==> src/rtl/overlay_fetch_ctrl.sv <==
// overlay_fetch_ctrl
// Sequences SDRAM channel 1, which is shared by overlay download writes and
// display-time overlay reads. Download bytes are paired into 16-bit words and
// written. During display, 32-bit words (two RGBA4444 pixels each) are
// prefetched into a small FIFO. One pixel is delivered per active ce_pix.
//
// Ports:
//   clk, reset_n          system clock, synchronous active-low reset
//   ce_pix, hblank, vblank pixel enable and video timing (vblank rise = frame start)
//   sdram_ok              SDRAM fitted
//   rom_dl, bg_dl         cartridge / overlay download active
//   dl_wr, dl_addr, dl_data  download byte stream
//   sd_addr, sd_din, sd_rnw, sd_req  SDRAM request (stable while sd_req=1)
//   sd_ack, sd_dout       SDRAM completion pulse and read data
//   pix_rgba              {a,b,g,r} overlay pixel
//   use_bg                overlay valid and in use
//   underrun, dl_overrun  sticky error flags

module overlay_fetch_ctrl #(
    parameter int AW         = 24,
    parameter int FIFO_DEPTH = 2
) (
    input  logic          clk,
    input  logic          reset_n,
    input  logic          ce_pix,
    input  logic          hblank,
    input  logic          vblank,
    input  logic          sdram_ok,
    input  logic          rom_dl,
    input  logic          bg_dl,
    input  logic          dl_wr,
    input  logic [24:0]   dl_addr,
    input  logic [7:0]    dl_data,
    output logic [AW-1:0] sd_addr,
    output logic [15:0]   sd_din,
    output logic          sd_rnw,
    output logic          sd_req,
    input  logic          sd_ack,
    input  logic [31:0]   sd_dout,
    output logic [15:0]   pix_rgba,
    output logic          use_bg,
    output logic          underrun,
    output logic          dl_overrun
);

    localparam int PW = (FIFO_DEPTH > 1) ? $clog2(FIFO_DEPTH) : 1;
    localparam int CW = PW + 1;

    typedef enum logic [1:0] {
        IDLE,
        WR,
        RD
    } state_t;

    state_t        state_q, state_d;
    logic [AW-1:0] sd_addr_q, sd_addr_d;
    logic [15:0]   sd_din_q, sd_din_d;
    logic          sd_rnw_q, sd_rnw_d;
    logic          use_bg_q, use_bg_d;
    logic [7:0]    low_byte_q, low_byte_d;
    logic          wr_pend_q, wr_pend_d;
    logic [AW-1:0] wr_addr_q, wr_addr_d;
    logic [15:0]   wr_data_q, wr_data_d;
    logic [AW-1:0] rd_addr_q, rd_addr_d;
    logic [PW-1:0] wptr_q, wptr_d;
    logic [PW-1:0] rptr_q, rptr_d;
    logic [CW-1:0] count_q, count_d;
    logic          half_q, half_d;
    logic [15:0]   pix_q, pix_d;
    logic          underrun_q, underrun_d;
    logic          dl_overrun_q, dl_overrun_d;
    logic          vblank_q, vblank_d;
    logic          armed_q, armed_d;
    logic          epoch_q, epoch_d;
    logic          rd_epoch_q, rd_epoch_d;
    logic [31:0]   fifo_q [FIFO_DEPTH];
    logic [31:0]   fifo_d [FIFO_DEPTH];

    logic          frame_start;
    logic          wr_busy;
    logic          push;
    logic          pop;
    logic          pix_act;
    logic          rd_ok;
    logic [31:0]   head;

    always_comb begin
        state_d      = state_q;
        sd_addr_d    = sd_addr_q;
        sd_din_d     = sd_din_q;
        sd_rnw_d     = sd_rnw_q;
        use_bg_d     = use_bg_q;
        low_byte_d   = low_byte_q;
        wr_pend_d    = wr_pend_q;
        wr_addr_d    = wr_addr_q;
        wr_data_d    = wr_data_q;
        rd_addr_d    = rd_addr_q;
        wptr_d       = wptr_q;
        rptr_d       = rptr_q;
        count_d      = count_q;
        half_d       = half_q;
        pix_d        = pix_q;
        underrun_d   = underrun_q;
        dl_overrun_d = dl_overrun_q;
        vblank_d     = vblank_q;
        armed_d      = armed_q;
        epoch_d      = epoch_q;
        rd_epoch_d   = rd_epoch_q;
        fifo_d       = fifo_q;
        pop          = 1'b0;
        head         = fifo_q[rptr_q];

        frame_start = ce_pix & vblank & ~vblank_q;
        if (ce_pix) begin
            vblank_d = vblank;
        end

        if (rom_dl) begin
            use_bg_d = 1'b0;
        end else if (bg_dl & sdram_ok) begin
            use_bg_d = 1'b1;
        end

        // A write finishing this cycle frees the slot for a new odd byte.
        wr_busy = wr_pend_q & ~((state_q == WR) & sd_ack);
        if ((state_q == WR) && sd_ack) begin
            wr_pend_d = 1'b0;
        end
        if (dl_wr && !dl_addr[0]) begin
            low_byte_d = dl_data;
        end
        if (dl_wr && dl_addr[0]) begin
            if (wr_busy) begin
                dl_overrun_d = 1'b1;
            end else begin
                wr_pend_d = 1'b1;
                wr_addr_d = dl_addr[AW:1];
                wr_data_d = {dl_data, low_byte_q};
            end
        end

        // Reads issued before the last flush carry the old epoch and are dropped.
        push = (state_q == RD) & sd_ack & (rd_epoch_q == epoch_q) & ~frame_start;

        pix_act = ce_pix & ~hblank & ~vblank & use_bg_q & ~bg_dl;
        if (pix_act) begin
            if (count_q != '0) begin
                pix_d  = half_q ? head[31:16] : head[15:0];
                half_d = ~half_q;
                pop    = half_q;
            end else begin
                pix_d      = '0;
                underrun_d = 1'b1;
            end
        end else if (!use_bg_q || bg_dl) begin
            pix_d = '0;
        end

        if (push) begin
            fifo_d[wptr_q] = sd_dout;
            wptr_d         = wptr_q + PW'(1);
            rd_addr_d      = rd_addr_q + AW'(2);
        end
        if (pop) begin
            rptr_d = rptr_q + PW'(1);
        end
        count_d = count_q + CW'(push) - CW'(pop);

        if (frame_start) begin
            count_d   = '0;
            wptr_d    = '0;
            rptr_d    = '0;
            half_d    = 1'b0;
            rd_addr_d = '0;
            armed_d   = 1'b1;
            epoch_d   = ~epoch_q;
        end

        rd_ok = use_bg_q & ~bg_dl & (count_q < CW'(FIFO_DEPTH)) & armed_q & ~frame_start;

        case (state_q)
            IDLE: begin
                if (wr_pend_q) begin
                    state_d   = WR;
                    sd_addr_d = wr_addr_q;
                    sd_din_d  = wr_data_q;
                    sd_rnw_d  = 1'b0;
                end else if (rd_ok) begin
                    state_d    = RD;
                    sd_addr_d  = rd_addr_q;
                    sd_rnw_d   = 1'b1;
                    rd_epoch_d = epoch_q;
                end
            end
            WR, RD: begin
                if (sd_ack) begin
                    state_d = IDLE;
                end
            end
            default: state_d = IDLE;
        endcase
    end

    always_ff @(posedge clk) begin
        if (!reset_n) begin
            state_q      <= IDLE;
            sd_addr_q    <= '0;
            sd_din_q     <= '0;
            sd_rnw_q     <= 1'b1;
            use_bg_q     <= 1'b0;
            low_byte_q   <= '0;
            wr_pend_q    <= 1'b0;
            wr_addr_q    <= '0;
            wr_data_q    <= '0;
            rd_addr_q    <= '0;
            wptr_q       <= '0;
            rptr_q       <= '0;
            count_q      <= '0;
            half_q       <= 1'b0;
            pix_q        <= '0;
            underrun_q   <= 1'b0;
            dl_overrun_q <= 1'b0;
            vblank_q     <= 1'b0;
            armed_q      <= 1'b0;
            epoch_q      <= 1'b0;
            rd_epoch_q   <= 1'b0;
        end else begin
            state_q      <= state_d;
            sd_addr_q    <= sd_addr_d;
            sd_din_q     <= sd_din_d;
            sd_rnw_q     <= sd_rnw_d;
            use_bg_q     <= use_bg_d;
            low_byte_q   <= low_byte_d;
            wr_pend_q    <= wr_pend_d;
            wr_addr_q    <= wr_addr_d;
            wr_data_q    <= wr_data_d;
            rd_addr_q    <= rd_addr_d;
            wptr_q       <= wptr_d;
            rptr_q       <= rptr_d;
            count_q      <= count_d;
            half_q       <= half_d;
            pix_q        <= pix_d;
            underrun_q   <= underrun_d;
            dl_overrun_q <= dl_overrun_d;
            vblank_q     <= vblank_d;
            armed_q      <= armed_d;
            epoch_q      <= epoch_d;
            rd_epoch_q   <= rd_epoch_d;
        end
    end

    // FIFO storage needs no reset; occupancy is tracked by count_q.
    always_ff @(posedge clk) begin
        fifo_q <= fifo_d;
    end

    assign sd_req     = (state_q != IDLE);
    assign sd_addr    = sd_addr_q;
    assign sd_din     = sd_din_q;
    assign sd_rnw     = sd_rnw_q;
    assign pix_rgba   = pix_q;
    assign use_bg     = use_bg_q;
    assign underrun   = underrun_q;
    assign dl_overrun = dl_overrun_q;

endmodule

==> config.mk <==
export PLATFORM = sky130hd
export DESIGN_NAME = overlay_fetch_ctrl
export DESIGN_NICKNAME = d
export VERILOG_FILES = /design/src/rtl/overlay_fetch_ctrl.sv
export SDC_FILE = /design/constraint.sdc
export NUM_CORES = 1
export LEC_CHECK = 0
export CORE_MARGIN = 2
export CORE_UTILIZATION = 38
export CTS_BUF_LIST = sky130_fd_sc_hd__clkbuf_8
export CTS_CLUSTER_DIAMETER = 150
export DETAILED_ROUTE_END_ITERATION = 10
export PLACE_DENSITY = 0.57
export SYNTH_ARGS = -nofsm -noshare
export SYNTH_HDL_FRONTEND = slang
export SYNTH_SLANG_ARGS = --single-unit
==> constraint.sdc <==
create_clock -name clk -period 6.9 [get_ports clk]
set_input_delay 1.035 -clock clk [delete_from_list [all_inputs] [get_ports clk]]
set_output_delay 1.035 -clock clk [all_outputs]
set_load 0.02 [all_outputs]
==> results of run 1 <==
registers in the layout, indices dropped and copies added (netlist names), 2 cells and up:
register	flops
fifo_q	64
sd_addr	24
wr_addr_q	24
rd_addr_q	23
pix_rgba	16
sd_din	16
wr_data_q	16
low_byte_q	8
count_q	2
state_q	2
routing by layer:
layer / GRT usage / wire length [um]
met4: 0.05571 / 348
met5: 0 / 0
met2: 0.2899 / 9112
met1: 0.2199 / 8441
met3: 0.03547 / 975
path summary, 6_finish.rpt:
check | to | slack, ns | cells past startpoint | from
worst max register to register | count_q[1] | 4.62 | 6 | half_q
worst min register to register | sd_din[14] | 0.45 | 2 | wr_data_q[14]
worst max-delay path | sd_req | 3.67 | 5 | state_q[0]
worst min-delay path | sd_din[14] | 0.45 | 2 | wr_data_q[14]
cell type report:
cell class,instances,area [um^2],area share
flip-flops and latches,207,4785,0.4690
clock buffers,41,564.3,0.05532
multi-input cells,473,2977,0.2918
inverters,8,31.28,0.003066
well taps,275,344.1,0.03373
clock inverters,16,66.31,0.006501
repair buffers,146,1434,0.1406
placed cells by master (no fill, tap or decap), drive strengths merged, types with 2 or more instances in the layout:
master / n
ha: 5
nand2b: 2
nor2: 47
nand3: 11
clkbuf: 41
clkdlybuf4s50: 135
o21ai: 10
inv: 22
nor3b: 3
buf: 11
nor3: 5
xor2: 3
edfxtp: 64
clkinv: 2
nand2: 128
mux2i: 40
and3: 2
or2: 2
and2: 3
o31ai: 4
nor2b: 5
mux4: 16
a31oi: 2
nor4: 5
or4: 5
a211oi: 23
nand4: 7
and4: 2
xnor2: 10
or3: 11
a22oi: 16
dfxtp: 143
a21oi: 95
logic make-up (layout without fill, tap and decap cells):
family          after synthesis  in the layout  synth area share
simple gates                243            243            0.1401
flops                       207            207            0.5994
mux                          56             56           0.09530
compound gates              156            156            0.1143
xor+xnor                     13             13           0.01426
fa+ha+maj                     5              5          0.007837
buf+inv                      56            211           0.02884
power by group:
part / switching, mW / internal [mW] / total (mW)
Sequential: 0.0177 / 1.28 / 1.30
Clock: 0.462 / 0.535 / 0.998
Combinational: 0.104 / 0.0926 / 0.197
worst min-delay path, cell delays in order, from the launching register on:
cell and delay, ns:
dfxtp_1 0.30, nand2_1 0.05, a21oi_1 0.05
through the flow:
stage	utilization	instances	instance area [um^2]	worst slack, ns	hold WS, ns
final	0.4899	1166	10200	3.672	0.4516
after global routing	0.4899	1166	10200	3.611	0.4716
after CTS	0.4899	1166	10200	3.653	0.4535
after floorplan	-	736	7983	1.721	0.4312
after global placement	0.4596	1109	9570	3.524	0.4435
after detailed placement	0.4596	1109	9570	3.431	0.4487
==> metrics.cfg, run 1 <==
[status]
status = finished clean

[global_routing]
grt_start_max_net_pins = 93
grt.overflow.total = 0
grt_pass1_vias = 6068
grt_pass1_wl_um = 30440
grt_usage = 0.1713
antenna_found_initial = 0

[logic_synthesis]
yosysMostFrequentCell = dfxtp_1
synth_enable_flop_cells = 64
syn_inst = 736
synth_nets = 816
syn_avg_cell_area_um2 = 10.85
ys_warn_count = 0
synth_seq_area_share = 0.5994
yosys.area.top_type = dfxtp_1
ys_types = 50
ys.flop_type = dfxtp_1
synth_top_cells_by_area = dfxtp_1, edfxtp_1, nand2_1, a21oi_1, mux2i_1
async_flop_share = 0
synth_top_area_frac = 0.3586
syn-cell-area_um2 = 7983
ys_ff_latch = 207
synthTopCellsByCount = dfxtp_1, nand2_1, a21oi_1

[critical_path]
crit_family = buffers and inverters
cp.arrival_ns = 2.19
cp-end-kind = output port
crit_type = register to output port
cpMostUsedCell = inv_1
cpMaxStageDelayCell = clkdlybuf4s50_1
cpPeakStageDelay_ns = 0.66
crit_buf_inv = 4
worstPathCellList = inv_1 -> ha_1 -> buf_4 -> inv_1 -> clkdlybuf4s50_1
crit_fanout = 28
cp_data_required_time_ns = 5.86
start_kind = register

[routing]
via_per_inst = 5.120
drt_wl_total_um = 18880
firstDrtPassIters = 4
drc_errors = 0
vias = 5970
ant_nets = 0
wl_per_cell_um = 16.19
drtIter0Drc = 252

[timing]
finalSetupTns_ns = 0
max_slew.worst_pin.slew_ns = 0.9777
setup_viol_count_final = 0
grt_setup_unrepaired = false
period_share = 0.4679
clock_skew_ns = 0.01575
slew_headroom = 0.3482
fmax_mhz = 309.8
finalCriticalPeriod_ns = 3.228
slew_viol_final = 0
hold_viol_final = 0

[cells_and_area]
fin_nets = 952
area_growth_syn_to_layout_pct = 27.79
nFillCells = 1912
diodes = 0
drive_above_1_share = 0.09091

[job]
cap_violations = 0

[power_and_ir_drop]
ir_drop_uv = 123.0
p_total_mw = 2.493
p_leak_nw = 3.428
powerDensity_nw_per_um2 = 244.4

[clocking]
tritoncts = built
clock_latency_ns = 0.51
postCtsSetupBuffers = 0
numCtsBuffers = 36
root_buffer = clkbuf_8
clock_tree.buffer_depth = 3
htree_levels = 2
cts_sinks = 207
clk_transition_reported_paths_ns = 0.05
cts_resized = 0
postCtsHoldBufs = 0

[floorplanning]
coreArea_um2 = 20820
std_cell_rows = 53
dieArea_um2 = 22180
io_pins = 136
die_h_um = 148.9
fp.dieW_um = 148.9
start_util = 0.3834

[placement]
hpwl_um = 12670
io_buffers = 135
gp_congestion = 0.8135

[worst_hold_path]
hold_class = register to register

(Power assumes the default switching activity.)
==> inputs of run 2 (changes only) <==
- clock period: 6.9 -> 3.36 ns (I/O delays scaled with it)
==> run 2 against run 1 <==
Effect of this change:
- clock skew up 0.0016 ns
- combinational power increased by 110%
- setup slack worse by 3.1 ns
- critical path depth did not move
- first-iteration DRC count grew 36%
- sequential power increased by 100%
- non-clock buffer count is 7 higher
- cell count grew 1.5%
- wire length up 5.5%
- die area did not move
- via count grew 1.6%
- critical path type unchanged
- register-to-register slack lost 3.5 ns
==> metrics.cfg, run 2 (synthesis gave the netlist of run 1 again) <==
[critical_path]
worstPathCellList = inv_1 -> ha_1 -> buf_4 -> inv_1 -> clkdlybuf4s50_1
cp_data_required_time_ns = 2.86
crit_type = register to output port
cpMaxStageDelayCell = clkdlybuf4s50_1
cp.arrival_ns = 2.24
crit_family = buffers and inverters
start_kind = register
rr_worst_depth = 6
reg2reg_setup_slack_ns = 1.16
cp-end-kind = output port
cpPeakStageDelay_ns = 0.66
r2r-end = fifo_q[16]
r2r_start = state_q[0]
cpMostUsedCell = inv_1
crit_fanout = 28
crit_buf_inv = 4

[worst_hold_path]
whs_path_depth = 2
hold_class = register to register
hold_path_end = wr_data_q[4]
worstHoldStart = low_byte_q[4]

[clocking]
postCtsHoldBufs = 0
root_buffer = clkbuf_8
numCtsBuffers = 37
cts_resized = 0
cts_sinks = 207
tritoncts = built
postCtsSetupBuffers = 0
clock_tree.buffer_depth = 3
clk_transition_reported_paths_ns = 0.06
clock_latency_ns = 0.53
htree_levels = 2

[floorplanning]
dieArea_um2 = 22180
fp.dieW_um = 148.9
io_pins = 136
start_util = 0.3834
coreArea_um2 = 20820
die_h_um = 148.9
std_cell_rows = 53

[power_and_ir_drop]
p_int_mw = 4.100
netSwitchingFraction = 0.2376
p_leak_nw = 3.519
pwr-share-seq = 0.496
ir_drop_uv = 275.9
combPwrFrac = 0.078
clkPwrFrac = 0.426
powerDensity_nw_per_um2 = 518.0
power_switching_mw = 1.278

[timing]
max_slew.worst_pin.slew_ns = 0.7406
finalCriticalPeriod_ns = 2.739
clock_skew_ns = 0.01737
slew_viol_final = 0
finalSetupTns_ns = 0
hold_viol_final = 0
setup_viol_count_final = 0
fmax_mhz = 365.0
period_share = 0.8153
grt_setup_unrepaired = false
slew_headroom = 0.5062

[cells_and_area]
final_util = 0.4986
final_common_cell = dfxtp_1
area_growth_syn_to_layout_pct = 30.05
largest-register = fifo_q
fin_nets = 960
nFillCells = 1939
diodes = 0
layout_common_cells = dfxtp_1, clkdlybuf4s50_1, nand2_1
drive_above_1_share = 0.1046
largest_reg_flops = 64

[placement]
gp_congestion = 0.8091
io_buffers = 135
hpwl_um = 13070

[global_routing]
grt_pass1_wl_um = 31830
antenna_found_initial = 0
grt_pass1_vias = 6301
grt_usage = 0.1802
grt_start_max_net_pins = 44
grt.overflow.total = 0

[routing]
ant_nets = 0
via_per_inst = 5.128
drc_errors = 0
drtIter0Drc = 342
firstDrtPassIters = 4
drt_wl_total_um = 19910
vias = 6067
wl_per_cell_um = 16.83

[job]
cap_violations = 0

[status]
status = finished clean

## run 2: power by group through the flow
stage	sequential, mW	combinational [mW]	clock (mW)
floorplan	2.74	0.180	0
global placement	2.72	0.413	0
detailed placement	2.72	0.422	0
CTS	2.66	0.423	2.36
global route	2.67	0.455	2.47
finish	2.66	0.420	2.29
## run 2: layout make-up
class	count	area, um^2	area share
inverter	8	31.28	0.003013
sequential	207	4785	0.4609
timing repair buffer	153	1499	0.1444
tap	275	344.1	0.03314
clock inverter	23	131.4	0.01266
clock buffer	44	605.6	0.05833
multi-input combinational	473	2985	0.2876
## run 2: tightest hold or removal path: stages, from the launching register on
cell and delay [ns]:
dfxtp_1 0.31, nand2_1 0.05, a21oi_1 0.05
## run 2: through the flow
step / cell area (um^2) / power, mW / setup WS, ns / hold WS [ns] / cells
finish: 10380 / 5.377 / 0.6206 / 0.4505 / 1183
global route: 10380 / 5.591 / 0.5417 / 0.4700 / 1183
CTS: 10380 / 5.443 / 0.5946 / 0.4534 / 1183
detailed placement: 9644 / 3.139 / 0.5235 / 0.4453 / 1116
global placement: 9644 / 3.129 / 0.5780 / 0.4369 / 1116
floorplan: 7989 / 2.919 / 0.05578 / 0.4312 / 736
## run 2: routing by layer
| metal | share of wire | wire length [um] | GRT usage |
|---|---|---|---|
| met1 | 0.43 | 8643 | 0.2236 |
| met4 | 0.020 | 395 | 0.06619 |
| met3 | 0.059 | 1165 | 0.04067 |
| met5 | 0 | 0 | 0 |
| met2 | 0.49 | 9702 | 0.3081 |
## run 2: worst max-delay path by stage
| stage | slack [ns] | cells past startpoint | endpoint | from |
|---|---|---|---|---|
| after floorplan | 0.06 | 4 | fifo_q[32] | ce_pix |
| after global placement | 0.58 | 8 | count_q[1] | ce_pix |
| after detailed placement | 0.52 | 8 | count_q[1] | ce_pix |
| after CTS | 0.59 | 5 | sd_req | state_q[0] |
| after global routing | 0.54 | 5 | sd_req | state_q[0] |
| final | 0.62 | 5 | sd_req | state_q[0] |
